## src/rtl/sw_pkg.sv

```systemverilog
// Shared definitions for the switch reader.
//  - Default switch count and debounce length, plus the short debounce length
//    used in simulation so tests stay fast.
//  - The event register's per-cycle action and the helper that selects it.
package sw_pkg;

  localparam int SW_NSW_DEFAULT = 2;
  localparam int SW_DB_DEFAULT  = 16;
  localparam int SW_DB_SIM      = 4;

  // What the event register does on a given edge.
  typedef enum logic [1:0] {
    EVT_HOLD,   // nothing new, not fired (or stalled with no change)
    EVT_CLEAR,  // fired and nothing new arrived
    EVT_LOAD,   // new change into an empty or just-fired slot
    EVT_ACCUM   // new change merged into a stalled pending event
  } evt_action_e;

  // Priority: clear-on-fire, then load, then accumulate. A change that lands on
  // the same edge as a fire takes the load path, so it is never dropped.
  function automatic evt_action_e evt_action(input logic chg_any,
                                             input logic fire,
                                             input logic valid);
    if (!chg_any && fire)          return EVT_CLEAR;
    else if (chg_any && (fire || !valid)) return EVT_LOAD;
    else if (chg_any)              return EVT_ACCUM;
    else                           return EVT_HOLD;
  endfunction

endpackage

```

## src/rtl/sw_reader_if.sv

```systemverilog
// Change-event handshake between the switch reader and its consumer.
//  evt_valid  event pending (producer)
//  evt_ready  consumer accepts; fire = evt_valid & evt_ready
//  evt_bits   mask of switches that changed since the last fire
//  evt_value  debounced switch vector at the latest accumulated change
//  evt_ovf    some bit already in evt_bits changed again before the fire
interface sw_reader_if
  import sw_pkg::*;
#(
  parameter int NSW = SW_NSW_DEFAULT
);
  logic           evt_valid;
  logic           evt_ready;
  logic [NSW-1:0] evt_bits;
  logic [NSW-1:0] evt_value;
  logic           evt_ovf;

  modport master (
    output evt_valid, evt_bits, evt_value, evt_ovf,
    input  evt_ready
  );

  modport slave (
    input  evt_valid, evt_bits, evt_value, evt_ovf,
    output evt_ready
  );
endinterface

```

## src/rtl/sw_debounce_bit.sv

```systemverilog
// One switch: 2-flop synchroniser, debounce counter and stable level.
//  clk     clock, all logic on posedge
//  rst     synchronous reset, active-low
//  sw_i    raw switch level, asynchronous to clk
//  stable  debounced level (registered)
//  flip    high for the cycle in which stable is about to toggle; it is
//          decoded from flops so the parent can act on the same edge
module sw_debounce_bit
  import sw_pkg::*;
#(
  parameter int DB_CYCLES = SW_DB_DEFAULT
) (
  input  logic clk,
  input  logic rst,
  input  logic sw_i,
  output logic stable,
  output logic flip
);

  localparam int CNT_W = $clog2(DB_CYCLES);
  localparam logic [CNT_W-1:0] CNT_LAST = CNT_W'(DB_CYCLES - 1);

  logic             s1_q, s1_d;
  logic             s2_q, s2_d;
  logic [CNT_W-1:0] cnt_q, cnt_d;
  logic             stable_q, stable_d;

  // NOTE: every variable gets its default first, so no path through the
  // if/else leaves one unassigned and no latch is inferred.
  always_comb begin
    s1_d     = sw_i;
    s2_d     = s1_q;   // plain wire between the two sync stages
    cnt_d    = cnt_q;
    stable_d = stable_q;
    flip     = 1'b0;
    if (s2_q == stable_q) begin
      cnt_d = '0;
    end else if (cnt_q == CNT_LAST) begin
      // DB_CYCLES consecutive differing samples: accept the new level.
      stable_d = s2_q;
      cnt_d    = '0;
      flip     = 1'b1;
    end else begin
      cnt_d = cnt_q + CNT_W'(1);
    end
  end

  // NOTE: state flops use non-blocking assignments so every flop samples the
  // pre-edge values, regardless of statement order.
  always_ff @(posedge clk) begin
    if (!rst) begin
      s1_q     <= 1'b0;
      s2_q     <= 1'b0;
      cnt_q    <= '0;
      stable_q <= 1'b0;
    end else begin
      s1_q     <= s1_d;
      s2_q     <= s2_d;
      cnt_q    <= cnt_d;
      stable_q <= stable_d;
    end
  end

  assign stable = stable_q;

endmodule

```

## src/rtl/sw_reader.sv

```systemverilog
// Switch reader: debounces NSW raw switches and reports changes as events.
//  clk        clock, all logic on posedge
//  rst        synchronous reset, active-low
//  sw         raw switch levels, asynchronous
//  sw_stable  debounced switch levels
//  evt        change-event handshake (master side); changes accumulate in
//             evt_bits while the consumer holds evt_ready low
// All outputs come straight from flops; evt_ready only steers next state.
module sw_reader
  import sw_pkg::*;
#(
  parameter int NSW       = SW_NSW_DEFAULT,
  parameter int DB_CYCLES = SW_DB_DEFAULT
) (
  input  logic           clk,
  input  logic           rst,
  input  logic [NSW-1:0] sw,
  output logic [NSW-1:0] sw_stable,
  sw_reader_if.master    evt
);

  if (DB_CYCLES < 2 || NSW < 1) begin : g_param_check
    $fatal(1, "sw_reader: DB_CYCLES must be >= 2 and NSW must be >= 1");
  end

  logic [NSW-1:0] stable_w;
  logic [NSW-1:0] chg;

  for (genvar i = 0; i < NSW; i++) begin : g_bit
    sw_debounce_bit #(
      .DB_CYCLES (DB_CYCLES)
    ) u_db (
      .clk    (clk),
      .rst    (rst),
      .sw_i   (sw[i]),
      .stable (stable_w[i]),
      .flip   (chg[i])
    );
  end

  assign sw_stable = stable_w;

  logic           evt_valid_q, evt_valid_d;
  logic [NSW-1:0] evt_bits_q,  evt_bits_d;
  logic [NSW-1:0] evt_value_q, evt_value_d;
  logic           evt_ovf_q,   evt_ovf_d;
  logic [NSW-1:0] new_stable;
  logic           fire;

  always_comb begin
    // Stable vector as it will be after this edge.
    new_stable  = stable_w ^ chg;
    fire        = evt_valid_q & evt.evt_ready;
    evt_valid_d = evt_valid_q;
    evt_bits_d  = evt_bits_q;
    evt_value_d = evt_value_q;
    evt_ovf_d   = evt_ovf_q;
    unique case (evt_action(|chg, fire, evt_valid_q))
      EVT_CLEAR: begin
        evt_valid_d = 1'b0;
        evt_bits_d  = '0;
        evt_ovf_d   = 1'b0;
      end
      EVT_LOAD: begin
        evt_valid_d = 1'b1;
        evt_bits_d  = chg;
        evt_value_d = new_stable;
        evt_ovf_d   = 1'b0;
      end
      EVT_ACCUM: begin
        evt_bits_d  = evt_bits_q | chg;
        evt_value_d = new_stable;
        // A bit changing twice before the consumer saw it loses a transition.
        evt_ovf_d   = evt_ovf_q | (|(evt_bits_q & chg));
      end
      default: ;
    endcase
  end

  always_ff @(posedge clk) begin
    if (!rst) begin
      evt_valid_q <= 1'b0;
      evt_bits_q  <= '0;
      evt_value_q <= '0;
      evt_ovf_q   <= 1'b0;
    end else begin
      evt_valid_q <= evt_valid_d;
      evt_bits_q  <= evt_bits_d;
      evt_value_q <= evt_value_d;
      evt_ovf_q   <= evt_ovf_d;
    end
  end

  assign evt.evt_valid = evt_valid_q;
  assign evt.evt_bits  = evt_bits_q;
  assign evt.evt_value = evt_value_q;
  assign evt.evt_ovf   = evt_ovf_q;

endmodule

```

## src/flat_wrapper.sv

```systemverilog
// flat-port wrapper written by rule: the top's interface ports become plain ports
module sw_reader_flat import sw_pkg::*;
#(
  parameter int NSW       = SW_NSW_DEFAULT,
  parameter int DB_CYCLES = SW_DB_DEFAULT
)
  (clk, rst, sw, sw_stable, evt_evt_valid, evt_evt_bits, evt_evt_value, evt_evt_ovf, evt_evt_ready);
  sw_reader_if #(.NSW(NSW)) evt_i ();
  input  logic clk;
  input  logic rst;
  input  logic [NSW-1:0] sw;
  output logic [NSW-1:0] sw_stable;
  output wire logic [$bits(evt_i.evt_valid)-1:0] evt_evt_valid;
  output wire logic [$bits(evt_i.evt_bits)-1:0] evt_evt_bits;
  output wire logic [$bits(evt_i.evt_value)-1:0] evt_evt_value;
  output wire logic [$bits(evt_i.evt_ovf)-1:0] evt_evt_ovf;
  input wire logic [$bits(evt_i.evt_ready)-1:0] evt_evt_ready;
  assign evt_evt_valid = evt_i.evt_valid;
  assign evt_evt_bits = evt_i.evt_bits;
  assign evt_evt_value = evt_i.evt_value;
  assign evt_evt_ovf = evt_i.evt_ovf;
  assign evt_i.evt_ready = evt_evt_ready;
  sw_reader #(.NSW(NSW), .DB_CYCLES(DB_CYCLES)) u_core (.clk(clk), .rst(rst), .sw(sw), .sw_stable(sw_stable), .evt(evt_i));
endmodule
```

## config.mk

```make
export PLATFORM = sky130hd
export DESIGN_NAME = sw_reader_flat
export DESIGN_NICKNAME = d
export VERILOG_FILES = /design/src/rtl/sw_pkg.sv /design/src/rtl/sw_reader_if.sv /design/src/rtl/sw_debounce_bit.sv /design/src/rtl/sw_reader.sv /design/src/flat_wrapper.sv
export SDC_FILE = /design/constraint.sdc
export NUM_CORES = 1
export LEC_CHECK = 0
export ABC_AREA = 1
export CAP_MARGIN = 5
export CORE_UTILIZATION = 50
export CTS_CLUSTER_DIAMETER = 40
export DETAILED_ROUTE_END_ITERATION = 6
export PLACE_DENSITY = 0.73
export RECOVER_POWER = 25
export SLEW_MARGIN = 0
export SYNTH_ARGS = -nofsm -noshare
export SYNTH_HDL_FRONTEND = slang
export SYNTH_SLANG_ARGS = --single-unit
```

## constraint.sdc

```tcl
create_clock -name clk -period 1.6 [get_ports clk]
set_clock_uncertainty 0.15 [all_clocks]
set_input_delay 0.32 -clock clk [delete_from_list [all_inputs] [get_ports clk]]
set_output_delay 0.32 -clock clk [all_outputs]
set_load 0.1 [all_outputs]
```

* Word level (Yosys, flattened, before mapping) *
Cells that the tools add are included.

storage, ports and cells
  output and inout port bits = 8
  bits in registers = 20
  logic and storage cells = 55
  bits of input ports = 5

operators by class
  add/sub/neg operators = 2
  reduce and logical (&&, ||, !) cells = 16
  equal/unequal tests = 7
  mux-type cells = 10
  bitwise gates (word level) = 8

operators by type and width
  operator                                              number
  adder 4 x 1 -> 4 bit (second input constant)          2
  equality test 4 bit (second input constant)           2
  OR reduction 2 bit                                    4
  two-way mux 2 bit                                     3
  one-hot mux 2 bit (3 select lines)                    1
  OR reduction 3 bit                                    2
  equality test 2 bit (second input constant)           2
  two-way mux 1 bit                                     4
  one-hot mux 1 bit (2 select lines)                    2
  AND reduction 2 bit                                   2
  nonzero test 2 bit                                    2
  NOT 1 bit                                             3
  nonzero test 3 bit                                    1
  bitwise AND 2 bit                                     1
  equality test 1 bit                                   2
  equality test 2 x 1 -> 1 bit (second input constant)  1
  logical AND 1 bit                                     2
  logical NOT 1 bit                                     2
  OR 2 bit                                              1
  bitwise XOR 2 bit                                     1
  bitwise AND 1 bit                                     1
  logical OR 1 bit                                      1
  OR 1 bit                                              1

* Depth between registers and ports, before layout *
Gate-level depths: netlist of the first run.

  depth after elaboration = 10
  gate-level depth with buffers = 8
  mapped depth without buffers = 8

* By module *
From an unflattened synthesis of the first run, not the netlist that was laid out.

second synthesis, totals
  cell total of the unflattened synthesis = 112
  area, all modules = 822.0 um2

modules (own cells, without submodules)
  module           sequential area each (um2)  cells an instance  instances  area an instance (um2)
  sw_debounce_bit  140.1                       35                 2          272.8
  sw_reader        120.1                       42                 1          276.5

* Worst setup path before layout of the first run *
OpenSTA, ideal clock, no wires.

  kind = register to register
  start = reg u_core.evt_valid_q (netlist: u_core.evt.evt_valid)
  end = reg u_core.evt_bits_q[1] (netlist: u_core.evt.evt_bits[1])
  stages on the path, launching flop included = 7
  buffers on the path = 0
  arrival time = 1.578 ns
  data required time = 1.380 ns
  slack = -0.197 ns
  period minus slack after synthesis = 1.797 ns
  cell sequence = dfxtp_1 > inv_1 > nor2_1 > nand3_1 > nand2_1 > nand2_1 > a21oi_1

between the ends
  cells in the longest elaborated chain, start to end = 7

ends and longest elaborated chain
  element                                                                          RTL line                       text
  from (decl)                                                                      sw_reader.sv:43                logic evt_valid_q, evt_valid_d;
  from (signal assigned)                                                           sw_reader.sv:87                evt_valid_q <= evt_valid_d;
  bitwise AND 1 bit / logical NOT 1 bit (equally long branches)                    sw_reader.sv:53, sw_pkg.sv:25
  logical OR 1 bit                                                                 sw_pkg.sv:25                   else if (chg_any && (fire || !valid)) return EVT_LOAD;
  logical AND 1 bit                                                                sw_pkg.sv:25
  two-way mux 2 bit                                                                sw_pkg.sv:25
  two-way mux 2 bit (*)                                                            sw_pkg.sv:24                   if (!chg_any && fire) return EVT_CLEAR;
  equality test 2 bit / equality test 2 x 1 -> 1 bit (equally long branches)       sw_reader.sv:58                unique case (evt_action(|chg, fire, evt_valid_q))
  one-hot mux 2 bit (3 select lines) / nonzero test 3 bit (equally long branches)  n/a
  to (signal assigned)                                                             sw_reader.sv:88                evt_bits_q <= evt_bits_d;
  to (decl)                                                                        sw_reader.sv:44                logic [NSW-1:0] evt_bits_q, evt_bits_d;

Mark *: on every way between the ends. The rest lies on a longest branch, timed or not.
A chain may end at the register's enable or synchronous reset.

* Worst setup path in the final report of the first run *
  start = reg u_core.g_bit[0].u_db.cnt_q[0]
  end = reg u_core.evt_valid_q (netlist: u_core.evt.evt_valid)

between the ends
  cells in the longest elaborated chain, start to end = 9

ends and longest elaborated chain
  element                                                                          RTL line                    text
  from (decl)                                                                      sw_debounce_bit.sv:25       logic [CNT_W-1:0] cnt_q, cnt_d;
  from (signal assigned)                                                           sw_debounce_bit.sv:59       cnt_q <= cnt_d;
  equality test 4 bit (*)                                                          sw_debounce_bit.sv:38       end else if (cnt_q == CNT_LAST) begin
  two-way mux 1 bit (*)                                                            sw_debounce_bit.sv:38
  two-way mux 1 bit (*)                                                            sw_debounce_bit.sv:36       if (s2_q == stable_q) begin
  OR reduction 2 bit (*)                                                           sw_reader.sv:58
  two-way mux 2 bit (tied with other cells)                                        sw_pkg.sv:26                else if (chg_any) return EVT_ACCUM;
  two-way mux 2 bit / logical AND 1 bit (equally long branches)                    sw_pkg.sv:25, sw_pkg.sv:24
  two-way mux 2 bit (*)                                                            sw_pkg.sv:24
  equality test 2 bit / equality test 2 x 1 -> 1 bit (equally long branches)       sw_reader.sv:58
  one-hot mux 1 bit (2 select lines) / nonzero test 2 bit (equally long branches)  n/a

Marks and branches as above.

==> key figures, run 1 <==
CTS
  • CTS tree: done
  • CTS Buffer Depth: 2
  • Clock Sinks: 20
  • Clock latency on the worst-skew pair: 300 ps
  • CTS Root Cell: clkbuf_4
  • H-tree levels: 1
  • Post-CTS sizing: 0
  • Clock slew at reported path FFs: 110 ps
  • Number of buffers created by CTS: 3
  • Hold-fix buffers, CTS: 0
  • Post-CTS setup buffers: 0

Power and ir drop
  • Sw Share: 0.206
  • Power Density: 758 nW/um2
  • P_int: 0.000656 W
  • Sw Pwr: 0.000170 W
  • Share of power burned in registers: 0.613
  • Clock group share of total power: 0.352
  • Max VDD drop: 0.000672 V
  • Pleak: 0.511 nW
  • Comb power frac: 0.035

Global routing
  • Vias in the first global route: 646
  • Global routing usage on met3: 0.0426
  • Busiest grt layer: met2
  • Antenna violations before repair: 0
  • Largest net degree at the start of global routing: 12
  • Congestion Overflow GR: 0
  • Total global-route track usage: 0.183
  • Met2 Use GR: 0.287
  • Met1 Usage GRT: 0.227
  • First-pass GRT wire length: 2.57 mm

Worst setup path
  • Crit path buf inv count: 2
  • CP most frequent cell: nand2_4
  • R2R cell count: 7
  • CP required: 1650 ps
  • Crit-path max cell delay: 340 ps
  • Reg-to-reg startpoint: u_core.g_bit[0].u_db.cnt_q[0]$_SDFF_PP0_
  • Startpoint types: register
  • CP max-delay cell: dfxtp_1
  • Largest fanout on the critical path: 6
  • Worst R2R End: u_core.evt.evt_valid$_SDFFE_PN0P_
  • CP Cell Sequence: ha_1 -> nand3_2 -> clkinv_2 -> nand2_4 -> nand2_4 -> o21ai_0 -> inv_1
  • Critical path arrival: 1510 ps
  • Worst setup EP type: register
  • Crit path max-delay family: flip-flops
  • Flop-to-flop setup slack: 140 ps
  • Critical path class: register to register

Synthesis
  • FF+latch count, synth: 20
  • Synth unique cells: 20
  • Synth Area in XOR/XNOR: 0.0309
  • Syn avg cell area: 8.17 um2
  • Complex-gate fraction of the synthesized area: 0.0648
  • Synth Cell Area: 850 um2
  • Gate Count Post-Synth: 104
  • Syn. warnings: 0
  • Largest family of logic cells by synthesized area: simple AND/OR/NAND/NOR gates
  • Post-synthesis sequential area ratio: 0.471
  • Post-synthesis adder-cell area fraction: 0.0295
  • Post-synth net total: 111
  • Mux contribution to synthesized area: 0
  • Simple-gate share of the synthesized area: 0.299

Finish
  • Diode count: 0
  • Nets@finish: 126
  • Commonest non-fill, non-tap cell in the layout: dfxtp_1
  • Share of cells above drive strength 1: 0.203
  • Area Growth Syn to Fin: 28.4%
  • Leading cell types in the layout, fill and taps excluded: dfxtp_1 (19), inv_1 (17), nand2_1 (16), nor2_1 (11)

Placed design
  • Place WS: 6.67 ps
  • Buffers on Ports: 12
  • HPWL Detailed: 1.07 mm
  • RD Place Congestion: 0.680

Routing
  • WL/cell: 10.2 um
  • ANT nets after route: 0
  • 1st-pass router iterations: 4
  • Vias after detailed routing: 656
  • DR vias/cell: 4.90
  • DRT iter0 DRCs: 12
  • DR DRC count: 0
  • Routed WL: 1.37 mm

Worst hold path
  • Hold path start: u_core.g_bit[0].u_db.s1_q$_SDFF_PN0_
  • WHS Path Cells: 2
  • Hold Path End: u_core.g_bit[0].u_db.s2_q$_SDFF_PN0_
  • Min-delay worst type: register to register

Timing
  • Period Utilization, post-route: 0.910
  • RSZ-0062 raised after global routing: no
  • WHS: 275 ps
  • Tmin final: 1460 ps
  • Hold Vio Cnt, Final: 0
  • Final Setup Violations: 0
  • Worst rel slew slack: 0.793
  • Max Fclk: 0.687 GHz
  • Worst-margin pin slew: 309 ps
  • Pins Over Slew Limit: 0
  • Setup WS post-layout: 144 ps
  • Total negative slack: 0 ps

Die
  • Site row count: 14
  • Core area: 1540 um2
  • Initial Utilization: 0.551
  • Die H: 43.2 um
  • I/O pin count: 13
  • Die Area: 1870 um2
  • DIE WIDTH: 43.2 um

Run status
  • Status: complete, no violations

Flow run
  • Max-cap viol count: 0
worst reg2reg max path: stages (launching register included):
cell and delay (ps):
dfxtp_1 340, ha_1 230, nand3_2 130, clkinv_2 100
nand2_4 100, nand2_4 80, o21ai_0 170, inv_1 50
power groups by stage:
stage / Clock [W] / Sequential (W) / Combinational, W
floorplan: 0 / 0.000518 / 0.0000162
global placement: 0 / 0.000518 / 0.0000304
detailed placement: 0 / 0.000518 / 0.0000310
CTS: 0.000297 / 0.000507 / 0.0000311
global route: 0.000322 / 0.000508 / 0.0000336
finish: 0.000291 / 0.000507 / 0.0000289
stage by stage:
step	power, W	utilization	area, um2	std cells
floorplan	0.000534	-	851	104
global placement	0.000548	0.687	1060	130
detailed placement	0.000549	0.687	1060	130
CTS	0.000835	0.710	1090	134
global route	0.000864	0.708	1090	134
finish	0.000827	0.708	1090	134
routing by layer:
metal  vias to the layer above  wire, um
met5                         -         0
met4                         0        26
met3                         6        46
met2                        14       649
met1                       289       643
li1                        347         -
how the worst max path moves through the flow:
stage,from,cells after the start,endpoint
after floorplan,u_core.evt.evt_bits[1]$_SDFFE_PN0P_,4,u_core.evt.evt_ovf$_SDFFE_PN0P_
after global placement,evt_evt_ready,6,u_core.evt.evt_bits[1]$_SDFFE_PN0P_
after detailed placement,evt_evt_ready,6,u_core.evt.evt_bits[0]$_SDFFE_PN0P_
after CTS,u_core.g_bit[0].u_db.cnt_q[0]$_SDFF_PP0_,7,u_core.evt.evt_valid$_SDFFE_PN0P_
after global routing,u_core.g_bit[0].u_db.cnt_q[0]$_SDFF_PP0_,7,u_core.evt.evt_valid$_SDFFE_PN0P_
final,u_core.g_bit[0].u_db.cnt_q[0]$_SDFF_PP0_,7,u_core.evt.evt_valid$_SDFFE_PN0P_
layout make-up:
class | count | area, um2
Timing Repair Buffer | 13 | 204
Inverter | 18 | 68.8
Clock buffer | 4 | 36.3
Multi-Input combinational cell | 63 | 360
Tap cell | 16 | 20.0
Fill cell | 126 | 450
Sequential cell | 20 | 402
state kept, by name (all words and copies together), names as in the netlist:
name / flops
u_core.evt.evt_ovf: 1
u_core.evt.evt_value: 2
u_core.evt.evt_bits: 2
u_core.g_bit.u_db.s2_q: 2
u_core.g_bit.u_db.cnt_q: 8
u_core.g_bit.u_db.stable: 2
u_core.g_bit.u_db.s1_q: 2
u_core.evt.evt_valid: 1
kinds of logic (layout without fill, tap and decap cells):
logic type | after synthesis | count (layout)
buf+inv | 21 | 35
fa+ha+maj | 2 | 2
xor+xnor | 3 | 3
flops | 20 | 20
simple gates | 47 | 47
compound gates | 11 | 11
Yosys cell counts, drive strengths merged:
library cell | count | area share
o21ai | 6 | 0.035
nor2 | 12 | 0.072
ha | 2 | 0.029
nand2 | 23 | 0.14
inv | 17 | 0.075
xnor2 | 1 | 0.010
nor3b | 1 | 0.0088
clkinv | 1 | 0.0059
nand3 | 10 | 0.071
nand4 | 1 | 0.0074
xor2 | 2 | 0.021
buf | 3 | 0.024
a21oi | 5 | 0.029
dfxtp | 20 | 0.47
(Power assumes the default switching activity.)
==> run 2, diff against run 1 <==
--- a/config.mk
+++ b/config.mk
@@ -10,7 +10,8 @@
 export CORE_UTILIZATION = 50
 export CTS_CLUSTER_DIAMETER = 40
 export DETAILED_ROUTE_END_ITERATION = 6
-export PLACE_DENSITY = 0.73
+export HOLD_SLACK_MARGIN = 0.06
+export PLACE_DENSITY = 0.87
 export RECOVER_POWER = 25
 export SLEW_MARGIN = 0
 export SYNTH_ARGS = -nofsm -noshare
==> run 2 against run 1 <==
Via count increased by 4.4%. Clock-buffer cell count unchanged. Core utilization is 0.49 points higher. Critical endpoint unchanged. Design area grew 0.69%.
==> key figures, run 2 (synthesis gave the netlist of run 1 again) <==
Worst setup path
  • Startpoint types: register
  • Crit-path max cell delay: 350 ps (about the same)
  • CP most frequent cell: nand2_4
  • Critical path class: register to register
  • CP max-delay cell: dfxtp_1
  • Crit path buf inv count: 2 (unchanged)
  • Crit path max-delay family: flip-flops
  • Largest fanout on the critical path: 6 (unchanged)
  • CP Cell Sequence: ha_1 -> nand3_2 -> clkinv_2 -> nand2_4 -> nand2_4 -> o21ai_0 -> inv_1
  • Reg-to-reg startpoint: u_core.g_bit[0].u_db.cnt_q[0]$_SDFF_PP0_
  • Critical path arrival: 1510 ps (about the same)
  • CP required: 1650 ps (about the same)
  • Worst setup EP type: register
  • Worst setup path startpoint: u_core.g_bit[0].u_db.cnt_q[0]$_SDFF_PP0_

Global routing
  • Antenna violations before repair: 0 (unchanged)
  • Congestion Overflow GR: 0 (unchanged)
  • Vias in the first global route: 628 (-2.8%)
  • Total global-route track usage: 0.181 (-0.00175)
  • Largest net degree at the start of global routing: 12 (unchanged)
  • First-pass GRT wire length: 2.52 mm (-2.1%)

Finish
  • Number of flip-flops in the largest register: 8 (unchanged)
  • Leading cell types in the layout, fill and taps excluded: dfxtp_1 (19), inv_1 (17), nand2_1 (16), nor2_1 (11)
  • Nets@finish: 127 (+0.79%)
  • Fin area: 1100 um2 (+0.69%)
  • Diode count: 0 (unchanged)
  • Area Growth Syn to Fin: 29.3%
  • Share of cells above drive strength 1: 0.210 (+0.00669)
  • Largest Register: u_core.g_bit.u_db.cnt_q
  • Commonest non-fill, non-tap cell in the layout: dfxtp_1
  • Final core utilization: 0.713 (+0.00487)

Run status
  • Status: complete, no violations

Placed design
  • Post-DP Area: 1070 um2 (+0.71%)
  • RD Place Congestion: 0.774 (+14%)
  • Buffers on Ports: 12 (unchanged)
  • HPWL Detailed: 1.09 mm (+1.6%)

Die
  • Site row count: 14 (unchanged)
  • Die Area: 1870 um2 (unchanged)
  • Core area: 1540 um2 (unchanged)
  • I/O pin count: 13 (unchanged)
  • Die H: 43.2 um (unchanged)
  • DIE WIDTH: 43.2 um (unchanged)
  • Initial Utilization: 0.551 (unchanged)

Routing
  • DR vias/cell: 5.07 (+3.6%)
  • DR DRC count: 0 (unchanged)
  • 1st-pass router iterations: 4 (unchanged)
  • Vias after detailed routing: 685 (+4.4%)
  • WL/cell: 10.3 um (+0.79%)
  • ANT nets after route: 0 (unchanged)
  • Routed WL: 1.39 mm (+1.5%)
  • DRT iter0 DRCs: 8 (-4)

CTS
  • Clock latency on the worst-skew pair: 300 ps (about the same)
  • Post-CTS setup buffers: 0 (unchanged)
  • Number of buffers created by CTS: 3 (unchanged)
  • Clock slew at reported path FFs: 110 ps (about the same)
  • Hold-fix buffers, CTS: 0 (unchanged)
  • Clock Sinks: 20 (unchanged)
  • Post-CTS sizing: 0 (unchanged)
  • CTS Root Cell: clkbuf_4
  • CTS tree: done
  • H-tree levels: 1 (unchanged)
  • CTS Buffer Depth: 2 (unchanged)

Timing
  • Worst rel slew slack: 0.846 (+0.0531)
  • Period Utilization, post-route: 0.910 (about the same)
  • Max Fclk: 0.687 GHz (about the same)
  • Pins Over Slew Limit: 0 (unchanged)
  • RSZ-0062 raised after global routing: no
  • Tmin final: 1460 ps (+0.186 ps)
  • Worst-margin pin slew: 230 ps (-79.2 ps)
  • Hold Vio Cnt, Final: 0 (unchanged)
  • Total negative slack: 0 ps (unchanged)
  • Final Setup Violations: 0 (unchanged)

Power and ir drop
  • Power Density: 754 nW/um2 (-0.54%)
  • Max VDD drop: 0.000525 V (-22%)
  • Pleak: 0.516 nW (+1.1%)

Worst hold path
  • Min-delay worst type: register to register
  • Hold path start: u_core.g_bit[0].u_db.s1_q$_SDFF_PN0_

Flow run
  • Max-cap viol count: 0 (unchanged)
run 2: final timing paths:
| check | cells past startpoint | endpoint | slack [ps] |
|---|---|---|---|
| worst min-delay path | 2 | u_core.g_bit[0].u_db.s2_q$_SDFF_PN0_ | 270 |
| worst max register to register | 7 | u_core.evt.evt_valid$_SDFFE_PN0P_ | 140 |
| worst min register to register | 2 | u_core.g_bit[0].u_db.s2_q$_SDFF_PN0_ | 270 |
| worst max-delay path | 7 | u_core.evt.evt_valid$_SDFFE_PN0P_ | 140 |
run 2: through the flow:
stage	instances	power (W)	worst slack (ps)	hold slack (ps)
floorplan	104	0.000534	11.1	240
global placement	131	0.000548	101	242
detailed placement	131	0.000549	96.1	255
CTS	135	0.000835	133	277
global route	135	0.000871	54.8	304
finish	135	0.000828	144	273
run 2: layout make-up:
class	instances	area [um2]
multi-input cells	63	360
well taps	16	20.0
repair buffers	14	211
flip-flops and latches	20	402
clock buffers	4	36.3
fillers	119	443
inverters	18	68.8
run 2: per-layer routing:
layer	vias to the layer above	wire length, um	track usage
li1	352	-	-
met1	311	642	0.216
met2	16	663	0.281
met3	6	48	0.0511
met4	0	32	0.115
met5	-	0	0
run 2: worst min-delay path, delay by kind of cell (launching register included):
family	cells	cell delay, ps
buffers and inverters	1	30
and+or+nand+nor	1	50
DFF	1	310
run 2: power by group:
| group | internal (W) | switching, W |
|---|---|---|
| logic | 0.0000137 | 0.0000153 |
| clock network | 0.000139 | 0.000153 |
| registers | 0.000504 | 0.00000322 |
| total | 0.000656 | 0.000171 |
